### src/rtl/uart_tx_fifo.sv
// UART transmitter fed by a small circular FIFO through a valid/ready handshake.
// Frames are start, 8 data bits LSB first, optional parity, then 1 or 2 stop bits.
module uart_tx_fifo #(
    parameter int CLK_FREQ   = 50_000_000,
    parameter int BAUD_RATE  = 9600,
    parameter int FIFO_DEPTH = 4,
    parameter int PARITY     = 0,
    parameter int STOP_BITS  = 1
) (
    input  logic                          clk,
    input  logic                          rst_n,
    input  logic [7:0]                    data,
    input  logic                          data_valid,
    output logic                          data_ready,
    output logic                          tx,
    output logic                          busy,
    output logic [$clog2(FIFO_DEPTH):0]   fifo_count
);

    localparam int CPB = CLK_FREQ / BAUD_RATE;
    localparam int CCW = (CPB > 1) ? $clog2(CPB) : 1;
    localparam int PW  = (FIFO_DEPTH > 1) ? $clog2(FIFO_DEPTH) : 1;
    localparam int CW  = $clog2(FIFO_DEPTH) + 1;
    localparam logic [CW-1:0]  FULL      = CW'(FIFO_DEPTH);
    localparam logic [CCW-1:0] CNT_LAST  = CCW'(CPB - 1);
    localparam logic [2:0]     STOP_LAST = 3'(STOP_BITS - 1);

    typedef enum logic [2:0] {S_IDLE, S_START, S_DATA, S_PAR, S_STOP} state_t;

    state_t         state, state_n;
    logic [7:0]     mem [FIFO_DEPTH];
    logic [PW-1:0]  wr_ptr, rd_ptr;
    logic [7:0]     head;
    logic           push, pop;
    logic [7:0]     shift, shift_n;
    logic           par_bit, par_n;
    logic [2:0]     bit_idx, bit_idx_n;
    logic [CCW-1:0] clk_cnt;
    logic           bit_end;
    logic           tx_n;

    assign data_ready = (fifo_count != FULL);
    assign push       = data_valid & data_ready;
    assign head       = mem[rd_ptr];
    assign bit_end    = (clk_cnt == CNT_LAST);

    always_ff @(posedge clk) begin
        if (push) mem[wr_ptr] <= data;
    end

    always_ff @(posedge clk or negedge rst_n) begin
        if (!rst_n) begin
            wr_ptr     <= '0;
            rd_ptr     <= '0;
            fifo_count <= '0;
        end else begin
            if (push) wr_ptr <= wr_ptr + PW'(1);
            if (pop)  rd_ptr <= rd_ptr + PW'(1);
            case ({push, pop})
                2'b10:   fifo_count <= fifo_count + CW'(1);
                2'b01:   fifo_count <= fifo_count - CW'(1);
                default: fifo_count <= fifo_count;
            endcase
        end
    end

    always_comb begin
        state_n   = state;
        tx_n      = tx;
        shift_n   = shift;
        par_n     = par_bit;
        bit_idx_n = bit_idx;
        pop       = 1'b0;
        case (state)
            S_IDLE: begin
                tx_n = 1'b1;
                if (fifo_count != '0) begin
                    pop     = 1'b1;
                    shift_n = head;
                    par_n   = (PARITY == 1) ? ~^head : ^head;
                    tx_n    = 1'b0;
                    state_n = S_START;
                end
            end
            S_START: if (bit_end) begin
                state_n   = S_DATA;
                bit_idx_n = '0;
                tx_n      = shift[0];
            end
            S_DATA: if (bit_end) begin
                if (bit_idx != 3'd7) begin
                    bit_idx_n = bit_idx + 3'd1;
                    shift_n   = {1'b0, shift[7:1]};
                    tx_n      = shift[1];
                end else if (PARITY != 0) begin
                    state_n = S_PAR;
                    tx_n    = par_bit;
                end else begin
                    state_n   = S_STOP;
                    bit_idx_n = '0;
                    tx_n      = 1'b1;
                end
            end
            S_PAR: if (bit_end) begin
                state_n   = S_STOP;
                bit_idx_n = '0;
                tx_n      = 1'b1;
            end
            S_STOP: if (bit_end) begin
                // bit_idx counts stop bits here; chain straight into the next frame
                if (bit_idx != STOP_LAST) begin
                    bit_idx_n = bit_idx + 3'd1;
                end else if (fifo_count != '0) begin
                    pop     = 1'b1;
                    shift_n = head;
                    par_n   = (PARITY == 1) ? ~^head : ^head;
                    tx_n    = 1'b0;
                    state_n = S_START;
                end else begin
                    state_n = S_IDLE;
                    tx_n    = 1'b1;
                end
            end
            default: begin
                state_n = S_IDLE;
                tx_n    = 1'b1;
            end
        endcase
    end

    always_ff @(posedge clk or negedge rst_n) begin
        if (!rst_n) begin
            state   <= S_IDLE;
            tx      <= 1'b1;
            shift   <= '0;
            par_bit <= 1'b0;
            bit_idx <= '0;
            clk_cnt <= '0;
            busy    <= 1'b0;
        end else begin
            state   <= state_n;
            tx      <= tx_n;
            shift   <= shift_n;
            par_bit <= par_n;
            bit_idx <= bit_idx_n;
            clk_cnt <= (state == S_IDLE || bit_end) ? '0 : clk_cnt + CCW'(1);
            busy    <= (state != S_IDLE) || (fifo_count != '0);
        end
    end

endmodule

### config.mk
export PLATFORM = sky130hd
export DESIGN_NAME = uart_tx_fifo
export DESIGN_NICKNAME = d
export VERILOG_FILES = /design/src/rtl/uart_tx_fifo.sv
export SDC_FILE = /design/constraint.sdc
export NUM_CORES = 1
export LEC_CHECK = 0
export CORE_MARGIN = 2
export CORE_UTILIZATION = 40
export DETAILED_ROUTE_END_ITERATION = 10
export DONT_BUFFER_PORTS = 1
export GPL_TIMING_DRIVEN = 0
export SLEW_MARGIN = 15
export SYNTH_ARGS = -nofsm -noshare
export SYNTH_HDL_FRONTEND = slang
export SYNTH_SLANG_ARGS = --single-unit
### constraint.sdc
create_clock -name clk -period 5.9 [get_ports clk]
set_input_delay 1.18 -clock clk [delete_from_list [all_inputs] [get_ports clk]]
set_output_delay 1.18 -clock clk [all_outputs]
set_load 0.01 [all_outputs]
=== Word-level counts from Yosys, hierarchy flattened ===
Memory sizes are Yosys's and may differ from the RTL's.
Cells that the tools add are included.

* Add/sub/neg operators: 6
* Eq/ne operators: 19
* Multiplexer cells: 37
* Bitwise gates (word level): 1
* Reduce and logical (&&, ||, !) cells: 14

{| class="wikitable"
|+ Operators with widths
! cell !! number
|-
| 2-to-1 mux 8 bit || 5
|-
| 2-to-1 mux 3 bit || 12
|-
| one-hot mux 8 bit (3 select lines) || 1
|-
| inequality test 2 bit, second input constant || 9
|-
| one-hot mux 3 bit (5 select lines) || 1
|-
| AND reduction 5 bit || 3
|-
| nonzero test 3 bit || 5
|-
| adder 13 x 1 -> 13 bit, second input constant || 1
|-
| equality test 13 bit, second input constant || 1
|-
| 2-to-1 mux 1 bit || 13
|-
| 2-to-1 mux 13 bit || 1
|-
| one-hot mux 3 bit (3 select lines) || 1
|-
| AND reduction 7 bit || 1
|-
| adder 3 x 1 -> 3 bit, second input constant || 2
|-
| equality test 3 x 2 -> 1 bit, second input constant || 2
|-
| inequality test 3 bit, second input constant || 2
|-
| one-hot mux 3 bit (2 select lines) || 1
|-
| one-hot mux 1 bit (5 select lines) || 1
|-
| adder 2 x 1 -> 2 bit, second input constant || 2
|-
| equality test 3 x 1 -> 1 bit, second input constant || 1
|-
| equality test 3 bit, second input constant || 1
|-
| logical NOT 3 bit || 1
|-
| subtractor 3 x 1 -> 3 bit, second input constant || 1
|-
| equality test 2 x 1 -> 1 bit, second input constant || 1
|-
| 7 further kinds || 8
|}

* Register bits after elaboration: 36
* Bits in writable memories: 32
* Bits of input ports: 11
* Memories: 1

{| class="wikitable"
|+ Memory list
! name !! depth !! bits a word !! rd ports !! clocked after Yosys merged registers in !! write ports !! RTL line !! text
|-
| mem || 4 || 8 || 1 || 0 || 1 || 31 || <nowiki>logic [7:0] mem [FIFO_DEPTH];</nowiki>
|}

=== Depth between registers and ports, before layout ===
* Word-level depth: 7
* Mapped depth: 11
* Depth with buffers taken out: 11

=== Worst setup path before layout ===
No wires, ideal clock.

* Kind: input to register
* Start: in data_valid
* End: reg fifo_count[2]
* Setup time: 79 ps
* Data arrival time: 2,347 ps
* Data required time: 5,821 ps
* Path slack: 3,474 ps
* Stages on the path: 8
* Cell sequence: and2_1 > inv_1 > ha_1 > inv_1 > fa_1 > xor2_1 > nor2_1 > xor2_1

* Word-level cells in the longest chain between the ends: 3
* Elaborated cells between the ends (all ways): 5

{| class="wikitable"
|+ Ends and longest elaborated chain
! element !! RTL line !! text
|-
| start: declaration || 13 || <nowiki>input logic data_valid,</nowiki>
|-
| bitwise AND 1 bit * || 43 || <nowiki>assign push = data_valid & data_ready;</nowiki>
|-
| equality test 2 x 1 -> 1 bit or equality test 2 bit (tied branches) || 59 || <nowiki>case ({push, pop})</nowiki>
|-
| one-hot mux 3 bit (2 select lines) or nonzero test 2 bit (tied branches) || - ||
|-
| end signal: assignment || 60 || <nowiki>2'b10: fifo_count <= fifo_count + CW'(1);</nowiki>
|-
| end signal: assignment || 61 || <nowiki>2'b01: fifo_count <= fifo_count - CW'(1);</nowiki>
|-
| end signal: assignment || 62 || <nowiki>default: fifo_count <= fifo_count;</nowiki>
|-
| end: declaration || 17 || <nowiki>output logic [$clog2(FIFO_DEPTH):0] fifo_count</nowiki>
|}

Mark *: on every way between the ends. The rest lies on a longest branch, timed or not.
A chain may end at the register's enable or synchronous reset.

=== Final worst setup path ===
* Start: reg state[1]
* End: reg fifo_count[2]

* Word-level cells in the longest chain between the ends: 4
* Elaborated cells between the ends (all ways): 7

{| class="wikitable"
|+ Ends and longest elaborated chain
! element !! RTL line !! text
|-
| start: declaration || 30 || <nowiki>state_t state, state_n;</nowiki>
|-
| start signal: assignment || 141 || <nowiki>state <= state_n;</nowiki>
|-
| equality test 3 bit or logical NOT 3 bit (tied branches) || 74 || <nowiki>case (state)</nowiki>
|-
| one-hot mux 1 bit (2 select lines) * || 74 ||
|-
| named net pop || 34 || <nowiki>logic push, pop;</nowiki>
|-
| equality test 2 x 1 -> 1 bit or equality test 2 bit (tied branches) || 59 ||
|-
| one-hot mux 3 bit (2 select lines) or nonzero test 2 bit (tied branches) || - ||
|}

Mark *: on every way through the listed nets, which the timed path passes. The rest lies on a longest branch.

==> impl_metrics.tcl <==
set metrics [dict create \
    status "completed" \
    tns_ns 0 \
    fillCellCount 711 \
    synth_warnings 0 \
    grt-ovfl-total 0 \
    placedCellCount 340 \
    drive_gt1_share_pct 19.3 \
    crit_required_ns 6.16 \
    die_w_um 93.7 \
    cpMostUsedCell "xor2_1" \
    htreeDepth 3 \
    worstPathMaxFanout 10 \
    cts_buffer_depth 2 \
    cts_made_buffers 9 \
    hold_violations 0 \
    relSlewSlack_pct 54.9 \
    grt_max_degree 37 \
    cts.clk_slew.worst_paths_ns 0.07 \
    criticalPathCategory "reg -> reg" \
    finalCriticalPeriod_ns 2.47 \
    hold_path.class "reg -> reg" \
    synthesis.nets 259 \
    vias_per_cell 5.27 \
    clk_latency_ns 0.34 \
    final-seq-area_um2 1860 \
    cts-root-buf "clkbuf_8" \
    synthMuxAreaShare_pct 12.7 \
    ctsHoldBuffers 0 \
    yosysSeqAreaShare_pct 57.8 \
    tightest_slew_ns 0.673 \
    nets 270 \
    area_delta_synth_final_pct 10.1 \
    finClkSkew_ns 0.00559 \
    yosysTopAreaCellShare_pct 29.8 \
    synth_compound_area_share_pct 5.59 \
    synth_area_per_cell_um2 13.5 \
    yosysTopAreaCell "edfxtp_1" \
    portBuffers 0 \
    synth_seq_cells 68 \
    cts.sinks 68 \
    place_hpwl_mm 3.76 \
    synth-simple-area-share_pct 12.4 \
    dieArea_um2 8790 \
    power_density_nw_per_um2 414 \
    grt_pass1_vias 1950 \
    core_um2 7770 \
    synth_flop_cell "dfrtp_1" \
    pre_cts_ws_ns 3.39 \
    synth_adder_area_share_pct 4.12 \
    synth_top_family_by_area "multiplexers" \
    hold_slack_ns 0.500 \
    first_pass_iters 7 \
    synth_edf_count 32 \
    start_util_pct 41.5 \
    drt_iter0_drc 119 \
    crit_chain "clkbuf_8, clkbuf_1, nor3_1, and3_1, ha_1, inv_1, fa_1, xor2_1, nor2_1, xor2_1" \
    grt_first_pass_wirelength_mm 9.27 \
    total_power_w 0.00147 \
    gp_congestion 0.837 \
    final.period_utilization_pct 41.8 \
    syn-cell-area_um2 3220 \
    synthXorXnorAreaFrac_pct 3.81 \
    drv_slew 0 \
    multi_input_area_um2 1240 \
    synthArstFlopShare_pct 52.9 \
    fmax_mhz 406 \
    setup_ws_ns 3.43 \
    cp_top_family "simple AND/OR/NAND/NOR gates" \
    routed_wl_mm 5.37 \
    cts-resized-gates 0 \
    drc 0 \
    io_pins 17 \
    detail_route.wl_per_cell_um 15.1 \
    grt_setup_unrepaired "false" \
    vias 1875 \
    critPathCaptureType "register" \
    globalRouteTotalUtil_pct 13.9 \
    antenna_found_initial 0 \
    rows 32 \
    critPathLaunchType "register" \
    maxCapViolations 0 \
    die_h_um 93.7 \
    drtAntennaViolNets 0 \
    worst_path_max_delay_cell "dfrtp_1" \
    ys_types 48 \
    max_stage_delay_ns 0.37 \
    post_cts.repair.setup_buffers 0 \
    cts_tree "built" \
    crit_arrival_ns 2.73 \
    ys_top_cells_by_area "edfxtp_1 (30%), dfrtp_1 (27%), mux2_2 (4.9%)" \
    final-setup-viol-count 0 \
    ir_worst_vdd_mv 0.252 \
    netlist_instances 238 \
    r2r_slack_ns 3.43 \
    final_cells 356 \
    total_leakage_power_nw 1.36 \
    diodes 0 \
    worst-path-buf-inv 3 \
]
-- layout make-up --
| type | count | area share, % |
|---|---|---|
| Sequential cell | 68 | 52.5 |
| Multi-Input combinational cell | 147 | 35.0 |
| Inverter | 14 | 1.48 |
| Clock inverter | 7 | 2.12 |
| Tap cell | 102 | 3.60 |
| Clock buffer | 9 | 3.49 |
| Buffer | 9 | 1.80 |
-- per-stage QoR --
stage / util [%] / area (µm²)
floorplan: - / 3220
global placement: 43.1 / 3350
detailed placement: 43.1 / 3350
CTS: 45.7 / 3550
global route: 45.7 / 3550
finish: 45.7 / 3550
-- cells by family (layout without fill, tap and decap cells) --
kind of cell / Yosys count / count (layout)
multiplexers: 27 / 27
adder cells (fa/ha/maj): 10 / 10
XOR/XNOR: 14 / 14
flip-flops: 68 / 68
buffers and inverters: 23 / 39
AND/OR/NAND/NOR: 69 / 69
AO/OA/AOI/OAI: 27 / 27
-- registers in the layout, indices dropped and copies added, names as in the netlist, 2 cells and up --
register,flops
bit_idx,3
clk_cnt,13
fifo_count,3
mem,32
rd_ptr,2
shift,8
state,3
wr_ptr,2
-- Yosys cell counts, types with 5 or more instances --
master    instances
a21oi_1           9
and3_1            6
dfrtp_1          35
edfxtp_1         32
ha_1              9
inv_1            14
mux2_2           14
nand2_1           9
nand3_1           7
nor2_1           15
nor3_1            5
o21ai_0           9
or3_1             7
xnor2_1           9
xor2_1            5
-- metal layers --
layer	global-route usage (%)	vias to the layer above	part of all wire (%)
li1	-	904	-
met1	18.1	937	48
met2	21.9	25	47
met3	2.97	9	2.9
met4	6.88	0	1.9
met5	0	-	0
-- placed cells by master, fill, tap and decap left out, drive strengths merged, types with 2 or more instances in the layout --
cell      count
dfrtp        35
edfxtp       32
nor2         15
inv          15
mux2         15
clkbuf       14
nand2         9
o21ai         9
a21oi         9
xnor2         9
ha            9
mux4          8
nand3         7
or3           7
and3          6
nor3          5
xor2          5
mux2i         4
nor4          4
buf           4
nand2b        3
clkinvlp      3
and2          2
nand4         2
o22ai         2
nor3b         2
clkinv        2
-- worst register-to-register path, stage by stage, from the launching register on --
cell	delay, ns
dfrtp_1	0.37
clkbuf_8	0.16
clkbuf_1	0.20
nor3_1	0.32
and3_1	0.29
ha_1	0.21
inv_1	0.06
fa_1	0.37
xor2_1	0.15
nor2_1	0.11
xor2_1	0.15
-- report_power, final --
group	internal [W]	total, W	switching [W]
combinational	0.000197	0.000389	0.000192
sequential	0.000628	0.000705	0.0000767
clock	0.000196	0.000376	0.000179
-- worst paths after layout --
kind | depth (start not counted) | to | startpoint
hold reg to reg | 1 | clk_cnt[0]$_DFF_PN0_ | clk_cnt[0]$_DFF_PN0_
hold / removal | 1 | clk_cnt[0]$_DFF_PN0_ | clk_cnt[0]$_DFF_PN0_
setup / recovery | 10 | fifo_count[2]$_DFFE_PN0P_ | state[1]$_DFFE_PN0P_
max in group asynchronous | 0 | tx$_DFFE_PN1P_ | rst_n
setup reg to reg | 10 | fifo_count[2]$_DFFE_PN0P_ | state[1]$_DFFE_PN0P_
min in group asynchronous | 0 | clk_cnt[8]$_DFF_PN0_ | rst_n
Note: power is estimated with default switching activity, not from simulation.
